--- src/rtl/fp_addsub_pipe_if.sv ---
// Operand/result handshake bundle for the pipelined floating-point adder/subtractor.
// The block under test uses the slave view; the operand issuer and writeback queue use the master view.
interface fp_addsub_pipe_if #(
    parameter int EXP_W = 8,
    parameter int MAN_W = 23
);
    localparam int W = 1 + EXP_W + MAN_W;

    logic         in_valid;
    logic         in_ready;
    logic [W-1:0] a;
    logic [W-1:0] b;
    logic         op;
    logic         out_valid;
    logic         out_ready;
    logic [W-1:0] res;
    logic [3:0]   flags;

    modport master (
        output in_valid, a, b, op, out_ready,
        input  in_ready, out_valid, res, flags
    );

    modport slave (
        input  in_valid, a, b, op, out_ready,
        output in_ready, out_valid, res, flags
    );
endinterface

--- src/rtl/fp_addsub_pipe.sv ---
// 3-stage IEEE-754 add/subtract with round-to-nearest-even, flush-to-zero on both ends,
// special-value handling and exception flags. All stages advance together under back-pressure.
module fp_addsub_pipe #(
    parameter int EXP_W = 8,
    parameter int MAN_W = 23
) (
    input logic             clk,
    input logic             rst_n,
    fp_addsub_pipe_if.slave bus
);
    localparam int W    = 1 + EXP_W + MAN_W;
    localparam int M_W  = MAN_W + 1;          // mantissa including hidden bit
    localparam int A_W  = MAN_W + 4;          // mantissa plus guard, round, sticky
    localparam int X_W  = EXP_W + 2;          // signed exponent with headroom
    localparam int LZ_W = $clog2(A_W + 1);
    localparam logic [EXP_W-1:0]        EMAX   = '1;
    localparam logic [EXP_W-1:0]        MAX_SH = EXP_W'(MAN_W + 3);
    localparam logic signed [X_W-1:0]   EMAX_X = {2'b00, EMAX};
    localparam logic signed [X_W-1:0]   ZERO_X = '0;

    typedef enum logic [1:0] {CLS_NUM, CLS_NAN, CLS_INF} cls_e;

    typedef struct packed {
        cls_e             cls;
        logic             invalid;
        logic             sign_l;
        logic             sign_s;
        logic [EXP_W-1:0] exp_l;
        logic [M_W-1:0]   man_l;
        logic [A_W-1:0]   man_s;   // aligned, with guard/round/sticky
    } s1_t;

    typedef struct packed {
        cls_e             cls;
        logic             invalid;
        logic             sign_l;
        logic             eff_sub;
        logic [EXP_W-1:0] exp_l;
        logic [A_W:0]     sum;
        logic [LZ_W-1:0]  lzc;
    } s2_t;

    function automatic logic [LZ_W-1:0] lzc_f(input logic [A_W-1:0] v);
        logic [LZ_W-1:0] n;
        n = LZ_W'(A_W);
        for (int i = 0; i < A_W; i++)
            if (v[i]) n = LZ_W'(A_W - 1 - i);
        return n;
    endfunction

    logic v1, v2, v3, adv;
    s1_t  s1_d, s1_q;
    s2_t  s2_d, s2_q;
    logic [W-1:0] res_d, res_q;
    logic [3:0]   flags_d, flags_q;

    assign adv           = !v3 || bus.out_ready;
    assign bus.in_ready  = adv;
    assign bus.out_valid = v3;
    assign bus.res       = res_q;
    assign bus.flags     = flags_q;

    // ---------------- S1: unpack, classify, order, align ----------------
    logic                 sign_a, sign_b, a_big, nan_a, nan_b, inf_a, inf_b, snan;
    logic [EXP_W-1:0]     exp_a, exp_b, exp_s, diff, shamt;
    logic [MAN_W-1:0]     frac_a, frac_b;
    logic [W-2:0]         mag_a, mag_b;
    logic [M_W-1:0]       man_a, man_b, man_s;
    logic [M_W+A_W-2:0]   align;

    always_comb begin
        // NOTE: every always_comb output gets a default first, so no path can infer a latch.
        s1_d   = '0;
        sign_a = bus.a[W-1];
        sign_b = bus.b[W-1] ^ bus.op;
        exp_a  = bus.a[W-2:MAN_W];
        exp_b  = bus.b[W-2:MAN_W];
        frac_a = bus.a[MAN_W-1:0];
        frac_b = bus.b[MAN_W-1:0];
        mag_a  = (exp_a == '0) ? '0 : bus.a[W-2:0];
        mag_b  = (exp_b == '0) ? '0 : bus.b[W-2:0];
        man_a  = (exp_a == '0) ? '0 : {1'b1, frac_a};
        man_b  = (exp_b == '0) ? '0 : {1'b1, frac_b};
        nan_a  = (exp_a == EMAX) && (frac_a != '0);
        nan_b  = (exp_b == EMAX) && (frac_b != '0);
        inf_a  = (exp_a == EMAX) && (frac_a == '0);
        inf_b  = (exp_b == EMAX) && (frac_b == '0);
        snan   = (nan_a && !frac_a[MAN_W-1]) || (nan_b && !frac_b[MAN_W-1]);
        a_big  = (mag_a >= mag_b);

        s1_d.sign_l = a_big ? sign_a : sign_b;
        s1_d.sign_s = a_big ? sign_b : sign_a;
        s1_d.exp_l  = a_big ? exp_a  : exp_b;
        s1_d.man_l  = a_big ? man_a  : man_b;
        exp_s       = a_big ? exp_b  : exp_a;
        man_s       = a_big ? man_b  : man_a;

        diff  = s1_d.exp_l - exp_s;
        shamt = (diff > MAX_SH) ? MAX_SH : diff;
        align = {man_s, (A_W-1)'(0)} >> shamt;
        s1_d.man_s = {align[M_W+A_W-2:M_W], |align[M_W-1:0]};

        if (nan_a || nan_b) begin
            s1_d.cls     = CLS_NAN;
            s1_d.invalid = snan;
        end else if (inf_a && inf_b && (sign_a != sign_b)) begin
            s1_d.cls     = CLS_NAN;
            s1_d.invalid = 1'b1;
        end else if (inf_a || inf_b) begin
            s1_d.cls = CLS_INF;   // the infinite operand is always L
        end else begin
            s1_d.cls = CLS_NUM;
        end
    end

    // ---------------- S2: magnitude add/subtract, leading-zero count ----------------
    always_comb begin
        s2_d         = '0;
        s2_d.cls     = s1_q.cls;
        s2_d.invalid = s1_q.invalid;
        s2_d.sign_l  = s1_q.sign_l;
        s2_d.eff_sub = s1_q.sign_l ^ s1_q.sign_s;
        s2_d.exp_l   = s1_q.exp_l;
        if (s2_d.eff_sub)
            s2_d.sum = {1'b0, s1_q.man_l, 3'b000} - {1'b0, s1_q.man_s};
        else
            s2_d.sum = {1'b0, s1_q.man_l, 3'b000} + {1'b0, s1_q.man_s};
        s2_d.lzc = lzc_f(s2_d.sum[A_W-1:0]);
    end

    // ---------------- S3: normalise, round, pack ----------------
    logic [A_W-1:0]        norm;
    logic [M_W-1:0]        man_n;
    logic [M_W:0]          man_r;
    logic                  g, r, st, round_up;
    logic signed [X_W-1:0] exp_n, exp_f;

    always_comb begin
        if (s2_q.sum[A_W]) begin
            norm  = {s2_q.sum[A_W:2], s2_q.sum[1] | s2_q.sum[0]};
            exp_n = {2'b00, s2_q.exp_l} + X_W'(1);
        end else begin
            norm  = s2_q.sum[A_W-1:0] << s2_q.lzc;
            exp_n = {2'b00, s2_q.exp_l} - X_W'(s2_q.lzc);
        end
        man_n    = norm[A_W-1:3];
        g        = norm[2];
        r        = norm[1];
        st       = norm[0];
        round_up = g && (r || st || man_n[0]);
        man_r    = {1'b0, man_n} + (M_W+1)'(round_up);
        exp_f    = exp_n + X_W'(man_r[M_W]);

        res_d   = '0;
        flags_d = '0;
        case (s2_q.cls)
            CLS_NAN: begin
                res_d   = {1'b0, EMAX, 1'b1, (MAN_W-1)'(0)};
                flags_d = {s2_q.invalid, 3'b000};
            end
            CLS_INF: res_d = {s2_q.sign_l, EMAX, MAN_W'(0)};
            default: begin
                if (s2_q.sum == '0) begin
                    res_d = {s2_q.sign_l & ~s2_q.eff_sub, (W-1)'(0)};
                end else if (exp_f >= EMAX_X) begin
                    res_d   = {s2_q.sign_l, EMAX, MAN_W'(0)};
                    flags_d = 4'b0101;
                end else if (exp_f <= ZERO_X) begin
                    res_d   = {s2_q.sign_l, (W-1)'(0)};
                    flags_d = 4'b0011;
                end else begin
                    res_d   = {s2_q.sign_l, exp_f[EXP_W-1:0], man_r[MAN_W-1:0]};
                    flags_d = {3'b000, g | r | st};
                end
            end
        endcase
    end

    // ---------------- pipeline registers ----------------
    always_ff @(posedge clk or negedge rst_n) begin
        if (!rst_n) begin
            v1      <= 1'b0;
            v2      <= 1'b0;
            v3      <= 1'b0;
            res_q   <= '0;
            flags_q <= '0;
        end else if (adv) begin
            v1 <= bus.in_valid;
            v2 <= v1;
            v3 <= v2;
            if (v2) begin
                res_q   <= res_d;
                flags_q <= flags_d;
            end
        end
    end

    // NOTE: the S1/S2 data registers have no reset; the valid bits alone decide whether they matter.
    always_ff @(posedge clk) begin
        if (adv && bus.in_valid) s1_q <= s1_d;
        if (adv && v1)           s2_q <= s2_d;
    end
endmodule

--- src/flat_wrapper.sv ---
// flat-port wrapper written by rule: the top's interface ports become plain ports
module fp_addsub_pipe_flat 
#(
    parameter int EXP_W = 8,
    parameter int MAN_W = 23
)
  (clk, rst_n, bus_in_valid, bus_a, bus_b, bus_op, bus_out_ready, bus_in_ready, bus_out_valid, bus_res, bus_flags);
  fp_addsub_pipe_if #(.EXP_W(EXP_W), .MAN_W(MAN_W)) bus_i ();
  input logic clk;
  input logic rst_n;
  input wire logic [$bits(bus_i.in_valid)-1:0] bus_in_valid;
  input wire logic [$bits(bus_i.a)-1:0] bus_a;
  input wire logic [$bits(bus_i.b)-1:0] bus_b;
  input wire logic [$bits(bus_i.op)-1:0] bus_op;
  input wire logic [$bits(bus_i.out_ready)-1:0] bus_out_ready;
  output wire logic [$bits(bus_i.in_ready)-1:0] bus_in_ready;
  output wire logic [$bits(bus_i.out_valid)-1:0] bus_out_valid;
  output wire logic [$bits(bus_i.res)-1:0] bus_res;
  output wire logic [$bits(bus_i.flags)-1:0] bus_flags;
  assign bus_i.in_valid = bus_in_valid;
  assign bus_i.a = bus_a;
  assign bus_i.b = bus_b;
  assign bus_i.op = bus_op;
  assign bus_i.out_ready = bus_out_ready;
  assign bus_in_ready = bus_i.in_ready;
  assign bus_out_valid = bus_i.out_valid;
  assign bus_res = bus_i.res;
  assign bus_flags = bus_i.flags;
  fp_addsub_pipe #(.EXP_W(EXP_W), .MAN_W(MAN_W)) u_core (.clk(clk), .rst_n(rst_n), .bus(bus_i));
endmodule
--- config.mk ---
export PLATFORM = sky130hd
export DESIGN_NAME = fp_addsub_pipe_flat
export DESIGN_NICKNAME = d
export VERILOG_FILES = /design/src/rtl/fp_addsub_pipe_if.sv /design/src/rtl/fp_addsub_pipe.sv /design/src/flat_wrapper.sv
export SDC_FILE = /design/constraint.sdc
export NUM_CORES = 1
export LEC_CHECK = 0
export ABC_AREA = 1
export BUFFER_PORTS_ARGS = -buffer_cell sky130_fd_sc_hd__buf_2
export CORE_ASPECT_RATIO = 0.75
export CORE_MARGIN = 5
export CORE_UTILIZATION = 63
export CTS_CLUSTER_DIAMETER = 150
export CTS_CLUSTER_SIZE = 10
export DETAILED_ROUTE_END_ITERATION = 16
export PLACE_DENSITY_LB_ADDON = 0.1
export SYNTH_ARGS = -nofsm -noshare
export SYNTH_HDL_FRONTEND = slang
export SYNTH_SLANG_ARGS = --single-unit
--- constraint.sdc ---
create_clock -name clk -period 8.25 [get_ports clk]
set_input_delay 0.825 -clock clk [delete_from_list [all_inputs] [get_ports clk]]
set_output_delay 0.825 -clock clk [all_outputs]
set_load 0.005 [all_outputs]
==> impl_metrics.tcl <==
set metrics [dict create \
    area_growth_pct 8.35 \
    critical_path.slowest_cell "edfxtp_1" \
    period_share 0.883 \
    drive_above_1_share 0.0919 \
    ant_nets 0 \
    die_h_um 140 \
    grt_usage 0.336 \
    regArea_mm2 0.00428 \
    coreArea_mm2 0.0222 \
    leakage_nw 7.60 \
    design.die.area_mm2 0.0257 \
    setup_viol 0 \
    initial_core_util 0.642 \
    num_rows 47 \
    wl_per_cell_um 17.8 \
    port_buffers 106 \
    rsz0062_at_grt "false" \
    grt_pass1_wl_um 70000 \
    slew_headroom 0.349 \
    finalPower_mw 4.09 \
    place_hpwl_um 34500 \
    slew_violations 0 \
    setup_tns_ps 0 \
    fin_util 0.696 \
    path_clk_slew_ps 70 \
    root_buffer "clkbuf_16" \
    ys.flop_type "edfxtp_1" \
    multi_input_area_mm2 0.00848 \
    vias 15000 \
    layout_min_cycle_time_ps 7280 \
    cts_tree "done" \
    cts-buffers-inserted 17 \
    peakVddDrop_mv 0.174 \
    outcome "complete, no violations" \
    crit_path_start "u_core.s2_q[32]$_DFFE_PP_" \
    hold_viol 0 \
    final_common_cell "nand2_1" \
    ys_warn_count 0 \
    mostFrequentLayoutCells "540 x nand2_1, 273 x inv_1, 207 x nor2_1, 181 x o21ai_0, 168 x nand3_1" \
    min_path_type "reg -> reg" \
    grt_overflow 0 \
    design_area_mm2 0.0154 \
    critical_path_class "reg -> reg" \
    powerDensity_mw_per_mm2 265 \
    remaining_drc_errors 0 \
    dp_slack_ps 1200 \
    nets 2319 \
    cts_max_level 4 \
    clock_skew_ps 11.2 \
    crit_path_end "u_core.bus.res[21]$_DFFE_PN0P_" \
    fp.dieW_um 184 \
    synth.avg_cell_area_um2 6.73 \
    grt_pass1_vias 13800 \
    place_congestion 1.03 \
    grt_max_degree 65 \
    clk_latency_ps 430 \
    maxCapViolCount 0 \
    synth_cell_types 60 \
    yosys_register_bits 149 \
    n_antenna_cell 0 \
    worst_slew_pin_slew_ps 975 \
    reg2reg_depth 36 \
    postCtsSetupBuffers 0 \
    cp_slowest_stage_delay_ps 910 \
    regToRegEndpoint "u_core.bus.res[21]$_DFFE_PN0P_" \
    postPlaceCellArea_mm2 0.0148 \
    cp_max_fo 25 \
    routed_wl_um 44000 \
    syn_inst 2115 \
    drtIter0Drc 1937 \
    ys_seq_area_frac 0.301 \
    synthesis.nets 2271 \
    fillers 1905 \
    synth_edf_count 110 \
    async_flop_share 0.262 \
    vias_per_cell 6.06 \
    netlist_area_mm2 0.0142 \
    setup_slack_ps 969 \
    end_kind "flip-flop" \
    max_freq_mhz 137 \
    ctsResizeCount 0 \
    critPathLaunchType "flip-flop" \
    critPathRequiredTime_ps 8580 \
    cp.arrival_ps 7610 \
    antenna_found_initial 0 \
    cts_hold_buf 0 \
    firstDrtPassIters 8 \
    io_pins 107 \
    cts.path.max_buffers 2 \
    ff2ff_setup_slack_ps 970 \
    cts_sinks 149 \
    r2r_start "u_core.s2_q[32]$_DFFE_PP_" \
]
-- metrics by stage --
step | hold WS [ps] | instances
2_1_floorplan | 400 | 2115
3_3_place_gp | 405 | 2438
3_5_place_dp | 407 | 2438
4_1_cts | 423 | 2470
5_1_grt | 429 | 2470
6_report | 424 | 2470
-- kinds of logic (layout without fill, tap and decap cells) --
family,count (synthesis),in the layout,synth area share
xor+xnor,47,47,0.0289
buf+inv,373,434,0.104
mux,15,15,0.0105
simple gates,1043,1043,0.316
flops,149,149,0.301
fa+ha+maj,87,87,0.0775
compound gates,401,401,0.162
-- area by class of cell --
cell class                 count  share of cell area
tap                          294              0.0238
clock buffer                  22              0.0328
multi-input combinational   1593               0.550
clock inverter                10             0.00616
timing repair buffer         120              0.0412
sequential                   149               0.277
inverter                     282              0.0688
-- cells in the mapped netlist, types with 5 or more instances --
cell type / n / area, um^2
buf_2: 12 / 60.1
nand3_1: 168 / 841
inv_1: 274 / 1030
edfxtp_1: 110 / 3300
nand4_1: 48 / 300
o21ai_0: 181 / 906
nor3_1: 14 / 70.1
nand2_1: 540 / 2030
xor2_1: 42 / 368
xnor2_1: 5 / 43.8
o31ai_1: 11 / 82.6
o21ai_1: 11 / 55.1
a22o_1: 6 / 52.6
a31oi_1: 6 / 37.5
a221oi_1: 8 / 70.1
dfrtp_1: 39 / 976
o211ai_1: 6 / 45.0
nor2_2: 5 / 31.3
mux2i_1: 15 / 150
o22ai_1: 32 / 200
inv_2: 6 / 22.5
o21bai_1: 15 / 113
buf_1: 6 / 22.5
nor2_1: 208 / 781
buf_6: 7 / 78.8
clkbuf_1: 62 / 233
ha_1: 85 / 1060
or2_2: 8 / 50.1
nor4_1: 26 / 163
nor2_4: 5 / 56.3
a21oi_1: 92 / 460
-- flip-flops by register name, indices dropped and copies added, names as in the netlist --
register / cells
u_core.bus.flags: 4
u_core.s1_q: 64
u_core.bus.res: 32
u_core.v1: 1
u_core.bus.out_valid: 1
u_core.s2_q: 46
u_core.v2: 1
-- metal layers --
metal	wire [um]	share of wire	up-vias	track usage
met4	1370	0.031	0	0.0968
met1	18500	0.42	6815	0.468
met3	4370	0.099	119	0.0609
met2	19700	0.45	859	0.539
met5	0	0	-	0
li1	-	-	7177	-
-- critical path, delay by kind of cell, from the launching register on --
family / cells / cell delay, ps
AND/OR/NAND/NOR: 18 / 2920
AO/OA/AOI/OAI: 6 / 1210
buffers and inverters: 7 / 1030
flip-flops: 1 / 910
adder cells (fa/ha/maj): 4 / 850
XOR/XNOR: 1 / 210
-- power by group --
group / switching, mW / internal [mW]
sequential: 0.166 / 1.05
combinational: 1.42 / 0.665
clock: 0.343 / 0.450
total: 1.93 / 2.16
-- how the worst min path moves through the flow --
stage | from | end | slack [ps] | cells past startpoint
after floorplan | u_core.s1_q[51]$_DFFE_PP_ | u_core.s2_q[33]$_DFFE_PP_ | 400 | 0
after global placement | u_core.s1_q[51]$_DFFE_PP_ | u_core.s2_q[33]$_DFFE_PP_ | 410 | 0
after detailed placement | u_core.s1_q[53]$_DFFE_PP_ | u_core.s2_q[35]$_DFFE_PP_ | 410 | 0
after CTS | u_core.s1_q[54]$_DFFE_PP_ | u_core.s2_q[36]$_DFFE_PP_ | 420 | 0
after global routing | u_core.s1_q[54]$_DFFE_PP_ | u_core.s2_q[36]$_DFFE_PP_ | 430 | 0
final | u_core.s1_q[56]$_DFFE_PP_ | u_core.s2_q[38]$_DFFE_PP_ | 420 | 0
(Power assumes the default switching activity.)
